$ cat src/rtl/mem_seq_pkg.sv
// Shared types for the memory sequencer: FSM state encoding and the
// access-size codes carried on d_size.
package mem_seq_pkg;

    typedef enum logic [2:0] {
        IDLE   = 3'd0,
        FETCH  = 3'd1,
        EXEC   = 3'd2,
        DATA   = 3'd3,
        COMMIT = 3'd4,
        HALT   = 3'd5
    } state_t;

    typedef logic [1:0] size_t;

    localparam size_t SZ_WORD = 2'b00;
    localparam size_t SZ_HALF = 2'b01;
    localparam size_t SZ_BYTE = 2'b10;
    localparam size_t SZ_BAD  = 2'b11;

endpackage

$ cat src/rtl/lane_align.sv
// Byte-lane steering for a 32-bit, 4-lane memory.
// Ports:
//   size        access size (word/half/byte/illegal)
//   addr        byte offset within the word
//   wdata       store data, right-justified
//   rdata       raw memory read word
//   be          byte enables, bit i covers bits [8i+7:8i]
//   wdata_rep   store data replicated across all lanes it may land in
//   rdata_align read data shifted down to bit 0 and zero-masked to size
//   misalign    access cannot be issued (bad size or unaligned)
import mem_seq_pkg::*;

module lane_align (
    input  size_t       size,
    input  logic [1:0]  addr,
    input  logic [31:0] wdata,
    input  logic [31:0] rdata,
    output logic [3:0]  be,
    output logic [31:0] wdata_rep,
    output logic [31:0] rdata_align,
    output logic        misalign
);

    logic [31:0] rdata_shift;

    assign rdata_shift = rdata >> {addr, 3'b000};

    always_comb begin
        be          = 4'h0;
        wdata_rep   = 32'h0;
        rdata_align = 32'h0;
        misalign    = 1'b0;
        case (size)
            SZ_BYTE: begin
                be          = 4'b0001 << addr;
                wdata_rep   = {4{wdata[7:0]}};
                rdata_align = {24'h0, rdata_shift[7:0]};
            end
            SZ_HALF: begin
                be          = addr[1] ? 4'b1100 : 4'b0011;
                wdata_rep   = {2{wdata[15:0]}};
                rdata_align = {16'h0, rdata_shift[15:0]};
                misalign    = addr[0];
            end
            SZ_WORD: begin
                be          = 4'hF;
                wdata_rep   = wdata;
                rdata_align = rdata_shift;
                misalign    = (addr != 2'b00);
            end
            default: misalign = 1'b1;
        endcase
    end

endmodule

$ cat src/rtl/mem_sequencer.sv
// Multicycle sequencer sharing one single-port memory between instruction
// fetch and a single load/store per instruction, committing with `step`.
// Ports:
//   clk, reset                 clock, async active-low reset
//   pc / instr                 fetch address in, fetched instruction out
//   d_read/d_write/d_addr/d_wdata/d_size   data request, sampled in EXEC
//   d_rdata                    aligned load data, held until next load
//   step                       commit strobe (PC / regfile write enable)
//   err                        sticky illegal-access flag
//   mem_*                      single-port memory request/response
//
// state  | meaning
// -------+------------------------------------------------------------
// IDLE   | out of reset, moves to FETCH on the next edge
// FETCH  | instruction read at pc, waits for mem_ready
// EXEC   | instr drives the datapath; data request sampled at end
// DATA   | one load or store with registered fields, waits for mem_ready
// COMMIT | step high for one cycle
// HALT   | illegal access seen; only reset leaves
import mem_seq_pkg::*;

module mem_sequencer #(
    parameter int AW = 32,
    parameter int DW = 32
) (
    input  logic          clk,
    input  logic          reset,
    input  logic [AW-1:0] pc,
    output logic [DW-1:0] instr,
    input  logic          d_read,
    input  logic          d_write,
    input  logic [AW-1:0] d_addr,
    input  logic [DW-1:0] d_wdata,
    input  logic [1:0]    d_size,
    output logic [DW-1:0] d_rdata,
    output logic          step,
    output logic          err,
    output logic          mem_req,
    output logic          mem_we,
    output logic [AW-1:0] mem_addr,
    output logic [DW-1:0] mem_wdata,
    output logic [3:0]    mem_be,
    input  logic [DW-1:0] mem_rdata,
    input  logic          mem_ready
);

    state_t        state, state_nxt;

    logic          rq_we;
    logic [AW-1:0] rq_addr;
    logic [DW-1:0] rq_wdata;
    size_t         rq_size;

    size_t         la_size;
    logic [1:0]    la_addr;
    logic [3:0]    la_be;
    logic [DW-1:0] la_wdata;
    logic [DW-1:0] la_rdata;
    logic          la_misalign;

    logic          exec_any;
    logic          exec_illegal;

    // pc is a byte address; fetches are always whole words.
    logic          unused_pc_bits;
    assign unused_pc_bits = ^pc[1:0];

    // The one aligner serves two purposes: in EXEC it judges the incoming
    // request for legality, elsewhere it steers the registered request.
    assign la_size = (state == EXEC) ? size_t'(d_size) : rq_size;
    assign la_addr = (state == EXEC) ? d_addr[1:0]     : rq_addr[1:0];

    lane_align u_lane_align (
        .size        (la_size),
        .addr        (la_addr),
        .wdata       (rq_wdata),
        .rdata       (mem_rdata),
        .be          (la_be),
        .wdata_rep   (la_wdata),
        .rdata_align (la_rdata),
        .misalign    (la_misalign)
    );

    assign exec_any     = d_read | d_write;
    assign exec_illegal = (d_read & d_write) | la_misalign;

    always_ff @(posedge clk or negedge reset) begin
        if (!reset) begin
            state    <= IDLE;
            instr    <= '0;
            d_rdata  <= '0;
            err      <= 1'b0;
            rq_we    <= 1'b0;
            rq_addr  <= '0;
            rq_wdata <= '0;
            rq_size  <= SZ_WORD;
        end else begin
            state <= state_nxt;
            if (state == FETCH && mem_ready) begin
                instr <= mem_rdata;
            end
            if (state == EXEC && exec_any) begin
                if (exec_illegal) begin
                    err <= 1'b1;
                end else begin
                    rq_we    <= d_write;
                    rq_addr  <= d_addr;
                    rq_wdata <= d_wdata;
                    rq_size  <= size_t'(d_size);
                end
            end
            if (state == DATA && mem_ready && !rq_we) begin
                d_rdata <= la_rdata;
            end
        end
    end

    always_comb begin
        state_nxt = state;
        step      = 1'b0;
        mem_req   = 1'b0;
        mem_we    = 1'b0;
        mem_addr  = '0;
        mem_wdata = '0;
        mem_be    = 4'h0;
        case (state)
            IDLE: state_nxt = FETCH;
            FETCH: begin
                mem_req  = 1'b1;
                mem_be   = 4'hF;
                mem_addr = {pc[AW-1:2], 2'b00};
                if (mem_ready) begin
                    state_nxt = EXEC;
                end
            end
            EXEC: begin
                if (!exec_any) begin
                    state_nxt = COMMIT;
                end else if (exec_illegal) begin
                    state_nxt = HALT;
                end else begin
                    state_nxt = DATA;
                end
            end
            DATA: begin
                mem_req   = 1'b1;
                mem_we    = rq_we;
                mem_be    = la_be;
                mem_wdata = la_wdata;
                mem_addr  = {rq_addr[AW-1:2], 2'b00};
                if (mem_ready) begin
                    state_nxt = COMMIT;
                end
            end
            COMMIT: begin
                step      = 1'b1;
                state_nxt = FETCH;
            end
            HALT:    state_nxt = HALT;
            default: state_nxt = IDLE;
        endcase
    end

endmodule
$ cat config.mk
export PLATFORM = sky130hd
export DESIGN_NAME = mem_sequencer
export DESIGN_NICKNAME = d
export VERILOG_FILES = /design/src/rtl/mem_seq_pkg.sv /design/src/rtl/lane_align.sv /design/src/rtl/mem_sequencer.sv
export SDC_FILE = /design/constraint.sdc
export NUM_CORES = 1
export LEC_CHECK = 0
export ABC_CLOCK_PERIOD_IN_PS = 3650
export CELL_PAD_IN_SITES_DETAIL_PLACEMENT = 0
export CELL_PAD_IN_SITES_GLOBAL_PLACEMENT = 1
export CORE_MARGIN = 3
export CORE_UTILIZATION = 34
export CTS_BUF_LIST = sky130_fd_sc_hd__clkbuf_4 sky130_fd_sc_hd__clkbuf_8
export CTS_CLUSTER_DIAMETER = 80
export DETAILED_ROUTE_END_ITERATION = 10
export GPL_TIMING_DRIVEN = 0
export PLACE_DENSITY_LB_ADDON = 0.15
export SYNTH_ARGS = -nofsm -noshare
export SYNTH_HDL_FRONTEND = slang
export SYNTH_SLANG_ARGS = --single-unit
$ cat constraint.sdc
create_clock -name clk -period 3.65 [get_ports clk]
set_clock_uncertainty 0.15 [all_clocks]
set_input_delay 0.9125 -clock clk [delete_from_list [all_inputs] [get_ports clk]]
set_output_delay 0.9125 -clock clk [all_outputs]
set_load 0.02 [all_outputs]
After elaboration in Yosys (flattened, before gate mapping)
Cells that the tools add are included.
{"block": "op_classes", "order_cmp": 0, "muxes": 18, "shift": 2, "n_bitwise": 4, "n_div": 0, "eq_ne": 9, "mul": 0, "reduce_logical": 13, "add_sub_neg": 0}
{"op": "$pmux 32 s3", "n": 2}
{"op": "$pmux 32 s2", "n": 1}
{"op": "$mux 32", "n": 1}
{"op": "$shr 32x5->32", "n": 1}
{"op": "$pmux 3 s5", "n": 1}
{"op": "$mux 3", "n": 4}
{"op": "$pmux 4 s3", "n": 1}
{"op": "$pmux 4 s2", "n": 1}
{"op": "$eq 3x2->1 const B", "n": 2}
{"op": "$eq 3x3->1 const B", "n": 2}
{"op": "$reduce_and 2->1", "n": 3}
{"op": "$logic_and 1x1->1", "n": 4}
{"op": "$mux 2", "n": 2}
{"op": "$mux 4", "n": 1}
{"op": "$ne 2x2->1 const B", "n": 2}
{"op": "$reduce_or 2->1", "n": 2}
{"op": "$shl 1x2->4 const A", "n": 1}
{"op": "$eq 3x1->1 const B", "n": 1}
{"op": "$logic_not 3->1", "n": 1}
{"op": "$mux 1", "n": 3}
{"op": "$pmux 1 s3", "n": 1}
{"op": "$eq 2x1->1 const B", "n": 1}
{"op": "$eq 2x2->1 const B", "n": 1}
{"op": "$logic_not 2->1", "n": 1}
{"op": "5 further kinds", "n": 6}
{"block": "word_totals", "input_bits": 135, "n_memories": 0, "mem_bits_ro": 0, "elab_cells": 54, "out_inout_bits": 136, "latch_bits": 0, "register_bits": 135, "mem_bits_rw": 0}

Depth between registers and ports, before layout
Gate-level depths: netlist of run 1.
{"block": "logic_depth", "ltp_word": 8, "mapped_depth": 9, "ltp_nobuf": 6}

Cells and area by module
From an unflattened synthesis of run 1, not the netlist that was laid out.
{"block": "unflattened", "cells_unflattened": 592, "area_unflattened_um2": 7010.5}
{"mod": "mem_sequencer", "area_per_inst_um2": 5881.9, "instances": 1, "seq_area_each_um2": 3378.2, "cells_per_inst": 423}
{"mod": "lane_align", "area_per_inst_um2": 1128.6, "instances": 1, "seq_area_each_um2": 0.0, "cells_per_inst": 169}

Worst setup path after synthesis of run 1
No wires, ideal clock.
{"block": "synth_timing", "path_kind": "input -> output", "start": "input port d_size[1]", "end": "output port mem_be[1]", "t_required_ps": 2588, "slack_ps": 317, "cell_stages": 5, "arrival_ps": 2270, "path_buffers": 1, "path_cell_list": "and4bb_2 -> a21oi_1 -> clkbuf_1 -> nor2_1 -> o31ai_1"}
{"block": "synth_via", "elab_chain_cells": 4, "word_cells_on_any_way": 6, "cone_classes": "2 x eq/ne; 3 x mux; 1 x reduce/logical"}
{"element": "from (decl)", "line_no": "mem_sequencer.sv:34", "text": "input logic [1:0] d_size,"}
{"element": "$mux 2 *", "line_no": "mem_sequencer.sv:70", "text": "assign la_size = (state == EXEC) ? size_t'(d_size) : rq_size;"}
{"element": "$eq 2x1->1 (tied with other cells)", "line_no": "lane_align.sv:33", "text": "case (size)"}
{"element": "$pmux 4 s3 *", "line_no": "lane_align.sv:33"}
{"element": "$pmux 4 s2 *", "line_no": "mem_sequencer.sv:126", "text": "case (state)"}
{"element": "to (decl)", "line_no": "mem_sequencer.sv:42", "text": "output logic [3:0] mem_be,"}
Mark *: on every way between the ends. The rest lies on a longest branch, timed or not.

Worst setup path after layout of run 1
{"block": "layout_timing", "start": "input port d_size[1]", "end": "output port mem_wdata[14]"}
{"block": "layout_via", "elab_chain_cells": 4, "word_cells_on_any_way": 6, "cone_classes": "2 x eq/ne; 3 x mux; 1 x reduce/logical"}
{"element": "$mux 2 *", "line_no": "mem_sequencer.sv:70"}
{"element": "$eq 2x1->1 (tied with other cells)", "line_no": "lane_align.sv:33"}
{"element": "$pmux 32 s3 *", "line_no": "lane_align.sv:33"}
{"element": "$mux 32 *", "line_no": "mem_sequencer.sv:126"}
{"element": "to (decl)", "line_no": "mem_sequencer.sv:41", "text": "output logic [DW-1:0] mem_wdata,"}
Marks and branches as above.

==> flow_summary.json, run 1 <==
{
  "synth_top_area_share_pct": 50.4,
  "ctsRootBufferMaster": "clkbuf_8",
  "top_layer": "met5",
  "antenna_found_initial": 1,
  "synth_ff_type": "dfrtp_1",
  "cp-start-kind": "input port",
  "critPathKind": "in -> out",
  "syn_inst": 555,
  "ant_nets": 0,
  "yosysTopAreaCell": "dfrtp_1",
  "clockBufferDepth": 2,
  "maxCapViolations": 0,
  "status": "finished clean",
  "synth_seq_cells": 135,
  "max_freq_ghz": 0.281,
  "slew_headroom_pct": 34.1,
  "ys_types": 41,
  "postSynthAreaPerCell_sq_um": 12.1,
  "grt_pass1_vias": 5929,
  "synth.area.top_cells": "dfrtp_1 50%, mux2_2 13%, mux2i_1 8.2%",
  "grt-ovfl-total": 0,
  "grt_pass1_wl_um": 33800,
  "ys_warn_count": 0,
  "die_w_um": 146,
  "gp_congestion": 0.772,
  "cts_buffers": 17,
  "holdWs_ns": 0.235,
  "met2_length_um": 10700,
  "n_antenna_cell": 0,
  "first_pass_iters": 4,
  "drcViolationCount": 0,
  "ys_seq_area_share_pct": 50.4,
  "endpoint_kind": "output port",
  "clk_pin_slew_ns": 0.07,
  "avgViaCountPerCell": 4.92,
  "rsz0062_at_grt": "false",
  "io_pins": 271,
  "wl_met3_um": 1260,
  "period_needed_ns": 3.56,
  "post-synth-top-count-cell": "dfrtp_1",
  "routed-via-count": 5535,
  "worstMarginPinSlew_ns": 0.980,
  "htree_levels": 4,
  "finalMaxSlewViolations": 0,
  "clk-insertion-delay-late_ns": 0.44,
  "wire_per_inst_um": 19.3,
  "p_leak_nw": 4.57,
  "p_total_mw": 8.53,
  "die_y_um": 146,
  "m1WireLength_um": 9370,
  "cp_max_fo": 8,
  "final_nets": 989,
  "clock-sinks": 135,
  "post-dp-hpwl_um": 16300,
  "cts_tree": "done",
  "drtIter0Drc": 179,
  "grtUsageTotal_pct": 20.1,
  "routed_wl_um": 21700,
  "setup-tns-final_ns": 0,
  "setup_viol": 0,
  "yosys-top-cells-count": "135 x dfrtp_1, 79 x mux2_2, 55 x mux2i_1",
  "power_density_nw_per_um2": 827,
  "vdd_ir_drop_max_v": 0.000297,
  "portBuffers": 266,
  "finalHoldViolCount": 0,
  "synth_edf_count": 0,
  "grt_start_max_net_pins": 94,
  "async_reset_ff_share_pct": 100,
  "core-area_sq_um": 19000,
  "hp-class": "in -> async",
  "fp-row-count": 50,
  "required_ns": 2.59,
  "initial_utilization_pct": 35.2,
  "cp_data_arrival_time_ns": 2.49,
  "fin_crit_sh_pct": 97.4,
  "layout-drive-gt1-share_pct": 25.4,
  "syn_to_final_growth_pct": 53.9,
  "netlist_area_sq_um": 6700,
  "dieArea_sq_um": 21400
}
[through the flow]
| stage | setup WS (ns) | cell area (sq um) | utilization [%] | instances |
|---|---|---|---|---|
| floorplan | 0.317 | 6710 | - | 556 |
| global placement | -4.02 | 9690 | 51.0 | 1082 |
| detailed placement | -0.802 | 9720 | 51.1 | 1083 |
| CTS | -0.00878 | 10300 | 54.1 | 1118 |
| global route | 0.00267 | 10300 | 54.2 | 1126 |
| finish | 0.0941 | 10300 | 54.2 | 1126 |
[path summary, 6_finish.rpt]
check	from	end	slack, ns	depth (start not counted)
setup / recovery	d_size[1]	mem_wdata[14]	0.09	8
hold / removal	reset	instr[6]$_DFFE_PN0P_	0.23	1
setup reg to reg	state[0]$_DFFE_PN0P_	d_rdata[4]$_DFFE_PN0P_	0.68	9
hold reg to reg	d_rdata[20]$_DFFE_PN0P_	d_rdata[20]$_DFFE_PN0P_	0.34	2
max in group asynchronous	reset	rq_wdata[11]$_DFFE_PN0P_	2.29	2
min in group clk	d_rdata[20]$_DFFE_PN0P_	d_rdata[20]$_DFFE_PN0P_	0.34	2
[repair_timing]
item / in CTS / in global routing
hold buffers: 0 / 0
setup endpoints to repair: 66 / 36
resized for setup: 126 / 36
pin swaps: 6 / 5
buffers inserted: 7 / 8
[where the power goes]
group	total [mW]	internal [mW]	switching [mW]
Clock	1.26	0.647	0.611
Sequential	2.60	2.17	0.428
Combinational	4.68	2.35	2.33
[placed cells by master, fill, tap and decap left out, drive strengths merged, types with 5 or more instances in the layout]
cell type,netlist,routed
nor2b,10,10
and2,10,10
dfrtp,135,135
a22oi,8,8
buf,21,56
a22o,21,21
dlygate4sd2,0,6
mux2,107,107
a21oi,12,12
clkinv,0,5
clkdlybuf4s50,0,234
nand2,30,30
mux2i,55,55
nor2,51,51
a221o,8,8
clkbuf,17,36
o21ai,32,32
[state kept, by name, indices dropped and copies added, names as in the netlist]
register  flops
err           1
rq_we         1
rq_size       2
rq_wdata     32
state         3
rq_addr      32
instr        32
d_rdata      32
[per-layer routing]
layer / global-route usage (%) / up-vias
met1: 25.7 / 2721
met3: 5.49 / 25
met2: 33.6 / 203
met5: 0 / -
met4: 5.60 / 2
li1: - / 2584
[critical path, stage by stage]
cell and delay, ns:
clkdlybuf4s50_1 0.51, and4bb_2 0.30, a21oi_4 0.07, nor2_4 0.23
buf_4 0.16, a22oi_1 0.05, nor2_1 0.08, buf_2 0.17
[area by class of cell]
type	count	area, sq um
timing repair buffer	282	2710
clock buffer	20	269
clock inverter	11	126
inverter	4	17.5
buffer	35	231
sequential	135	3380
tap	260	325
multi-input combinational	379	3250
fill	1733	8700
[cell families (layout without fill, tap and decap cells)]
family                    Yosys count  in the layout  synth area share [%]
DFF                               135            135                  50.4
AOI/OAI and AO/OA                  92             92                  9.78
muxes                             162            162                  27.8
other                               1              2                0.0560
buffers and inverters              42            352                  3.08
xor gates and xnor gates            3              3                 0.392
and+or+nand+nor                   120            120                  8.51
No activity file was read; power rests on OpenSTA's default activity.
==> run 2: changes to the inputs <==
CORE_UTILIZATION = 33   (was 34)
CTS_BUF_LIST = unset   (was sky130_fd_sc_hd__clkbuf_4 sky130_fd_sc_hd__clkbuf_8)
==> run 2 against run 1 <==
Compared with the run above: non-clock buffer count up 3; first-iteration DRC count up 27%; highest routed layer unchanged; wire length down 0.66%; clock-buffer cell count down 2; power up 7.2%; maximum frequency up 0.53%; sequential share of layout area down 0.93 points; core utilization down 0.39 points.
==> flow_summary.json, run 2 (synthesis results as in run 1) <==
{
  "stdcell_count": 1136,
  "grt_pass1_vias": 5947,
  "cp_max_fo": 10,
  "portBuffers": 266,
  "cp-start-kind": "flip-flop",
  "avgViaCountPerCell": 4.86,
  "worstMarginPinSlew_ns": 0.949,
  "slowest_delay_ns": 0.42,
  "clk_pin_slew_ns": 0.06,
  "status": "finished clean",
  "crit_path_top_delay_cell": "or3_4",
  "clock-sinks": 135,
  "finalMaxSlewViolations": 0,
  "cts_buffers": 17,
  "placed_cells": 1088,
  "die_y_um": 149,
  "clk-insertion-delay-late_ns": 0.41,
  "antenna_found_initial": 3,
  "placed_area_sq_um": 9730,
  "endpoint_kind": "output port",
  "die_w_um": 149,
  "grt_start_max_net_pins": 99,
  "final_cell_mix": "234 x clkdlybuf4s50_1, 135 x dfrtp_1, 78 x mux2_2",
  "grtUsageTotal_pct": 19.5,
  "wire_per_inst_um": 19.0,
  "worstPathCellList": "buf_2, nand2b_4, clkbuf_8, or3_4, nor2_4, buf_4, buf_4, buf_4, a22o_1, buf_4",
  "setup-tns-final_ns": 0,
  "gp_congestion": 0.788,
  "cts_tree": "done",
  "cts.hold.buffers_added": 0,
  "max_freq_ghz": 0.283,
  "routed-via-count": 5523,
  "final_nets": 992,
  "period_needed_ns": 3.54,
  "critPathKind": "reg -> out",
  "layout_commonest_cell": "clkdlybuf4s50_1",
  "first_pass_iters": 4,
  "htree_levels": 4,
  "grt_pass1_wl_um": 33500,
  "hp-class": "in -> async",
  "ctsRootBufferMaster": "clkbuf_16",
  "maxCapViolations": 0,
  "grt-ovfl-total": 0,
  "syn_to_final_growth_pct": 58.4,
  "routed_wl_um": 21600,
  "fin_area_sq_um": 10600,
  "core-area_sq_um": 19700,
  "drcViolationCount": 0,
  "fp-row-count": 51,
  "p_leak_nw": 4.70,
  "clockBufferDepth": 2,
  "io_pins": 271,
  "required_ns": 2.59,
  "drtIter0Drc": 228,
  "post-dp-hpwl_um": 16300,
  "fin_crit_sh_pct": 96.9,
  "initial_utilization_pct": 34.0,
  "layout-drive-gt1-share_pct": 25.3,
  "finalHoldViolCount": 0,
  "setup_viol": 0,
  "crit_top_cell": "buf_4",
  "p_total_mw": 9.15,
  "ant_nets": 0,
  "vdd_ir_drop_max_v": 0.000326,
  "dieArea_sq_um": 22100,
  "slew_headroom_pct": 36.2,
  "power_density_nw_per_um2": 862,
  "cp_data_arrival_time_ns": 2.47
}
## run 2: cell count changes in the layout (fill, tap and decap cells not counted), moves of 2 or more
cell,before,now
clkbuf_8,21,1
clkbuf_16,0,18
buf_2,24,17
o21ai_0,27,31
o21ai_1,4,0
bufinv_16,2,5
clkbuf_2,0,3
clkdlybuf4s15_2,3,6
inv_6,0,3
clkinvlp_4,4,2
## run 2: layout make-up
class / count / area, sq um
timing repair buffer: 284 / 2770
sequential: 135 / 3380
antenna: 1 / 2.50
inverter: 4 / 17.5
tap: 265 / 332
buffer: 36 / 239
clock buffer: 18 / 429
clock inverter: 14 / 223
fill: 1697 / 9100
multi-input combinational: 379 / 3230
## run 2: layer usage
metal / vias to the layer above / share of wire, % / track usage, %
met5: - / 0.13 / 0
li1: 2598 / - / -
met2: 187 / 50 / 32.9
met3: 22 / 6.7 / 5.58
met4: 4 / 1.3 / 5.22
met1: 2712 / 42 / 24.6
## run 2: path summary, 6_finish.rpt
path / to / from / slack [ns] / cells past startpoint
min in group clk: d_rdata[23]$_DFFE_PN0P_ / d_rdata[23]$_DFFE_PN0P_ / 0.33 / 2
worst max register to register: d_rdata[2]$_DFFE_PN0P_ / state[0]$_DFFE_PN0P_ / 0.92 / 8
worst max-delay path: mem_wdata[19] / state[2]$_DFFE_PN0P_ / 0.11 / 10
max in group asynchronous: rq_wdata[19]$_DFFE_PN0P_ / reset / 2.28 / 2
worst min-delay path: rq_addr[26]$_DFFE_PN0P_ / reset / 0.25 / 1
worst min register to register: d_rdata[23]$_DFFE_PN0P_ / d_rdata[23]$_DFFE_PN0P_ / 0.33 / 2
## run 2: what timing repair did
item / 4_1_cts / 5_1_grt
pin swaps: 5 / 8
cloned: 0 / 1
resized for setup: 126 / 25
setup buffers: 11 / 5
setup endpoints to repair: 66 / 49
## run 2: per-stage QoR
step | setup WS (ns) | hold slack [ns] | utilization (%)
final | 0.113 | 0.251 | 53.8
after global routing | -0.0106 | 0.266 | 53.8
after CTS | -0.133 | 0.254 | 53.3
after detailed placement | -0.816 | 0.321 | 49.3
after global placement | -4.13 | 0.314 | 49.2
after floorplan | 0.317 | 0.329 | -
## run 2: critical path: cells and delay by family, from the launching register on
family	cells	cell delay [ns]
compound gates	1	0.13
buf+inv	6	0.81
flops	1	0.35
simple gates	3	0.76
## run 2: report_power, final
part / internal [mW] / switching, mW / total, mW
Combinational: 2.35 / 2.28 / 4.63
Sequential: 2.17 / 0.433 / 2.61
Clock: 1.22 / 0.690 / 1.91
Total: 5.75 / 3.40 / 9.15
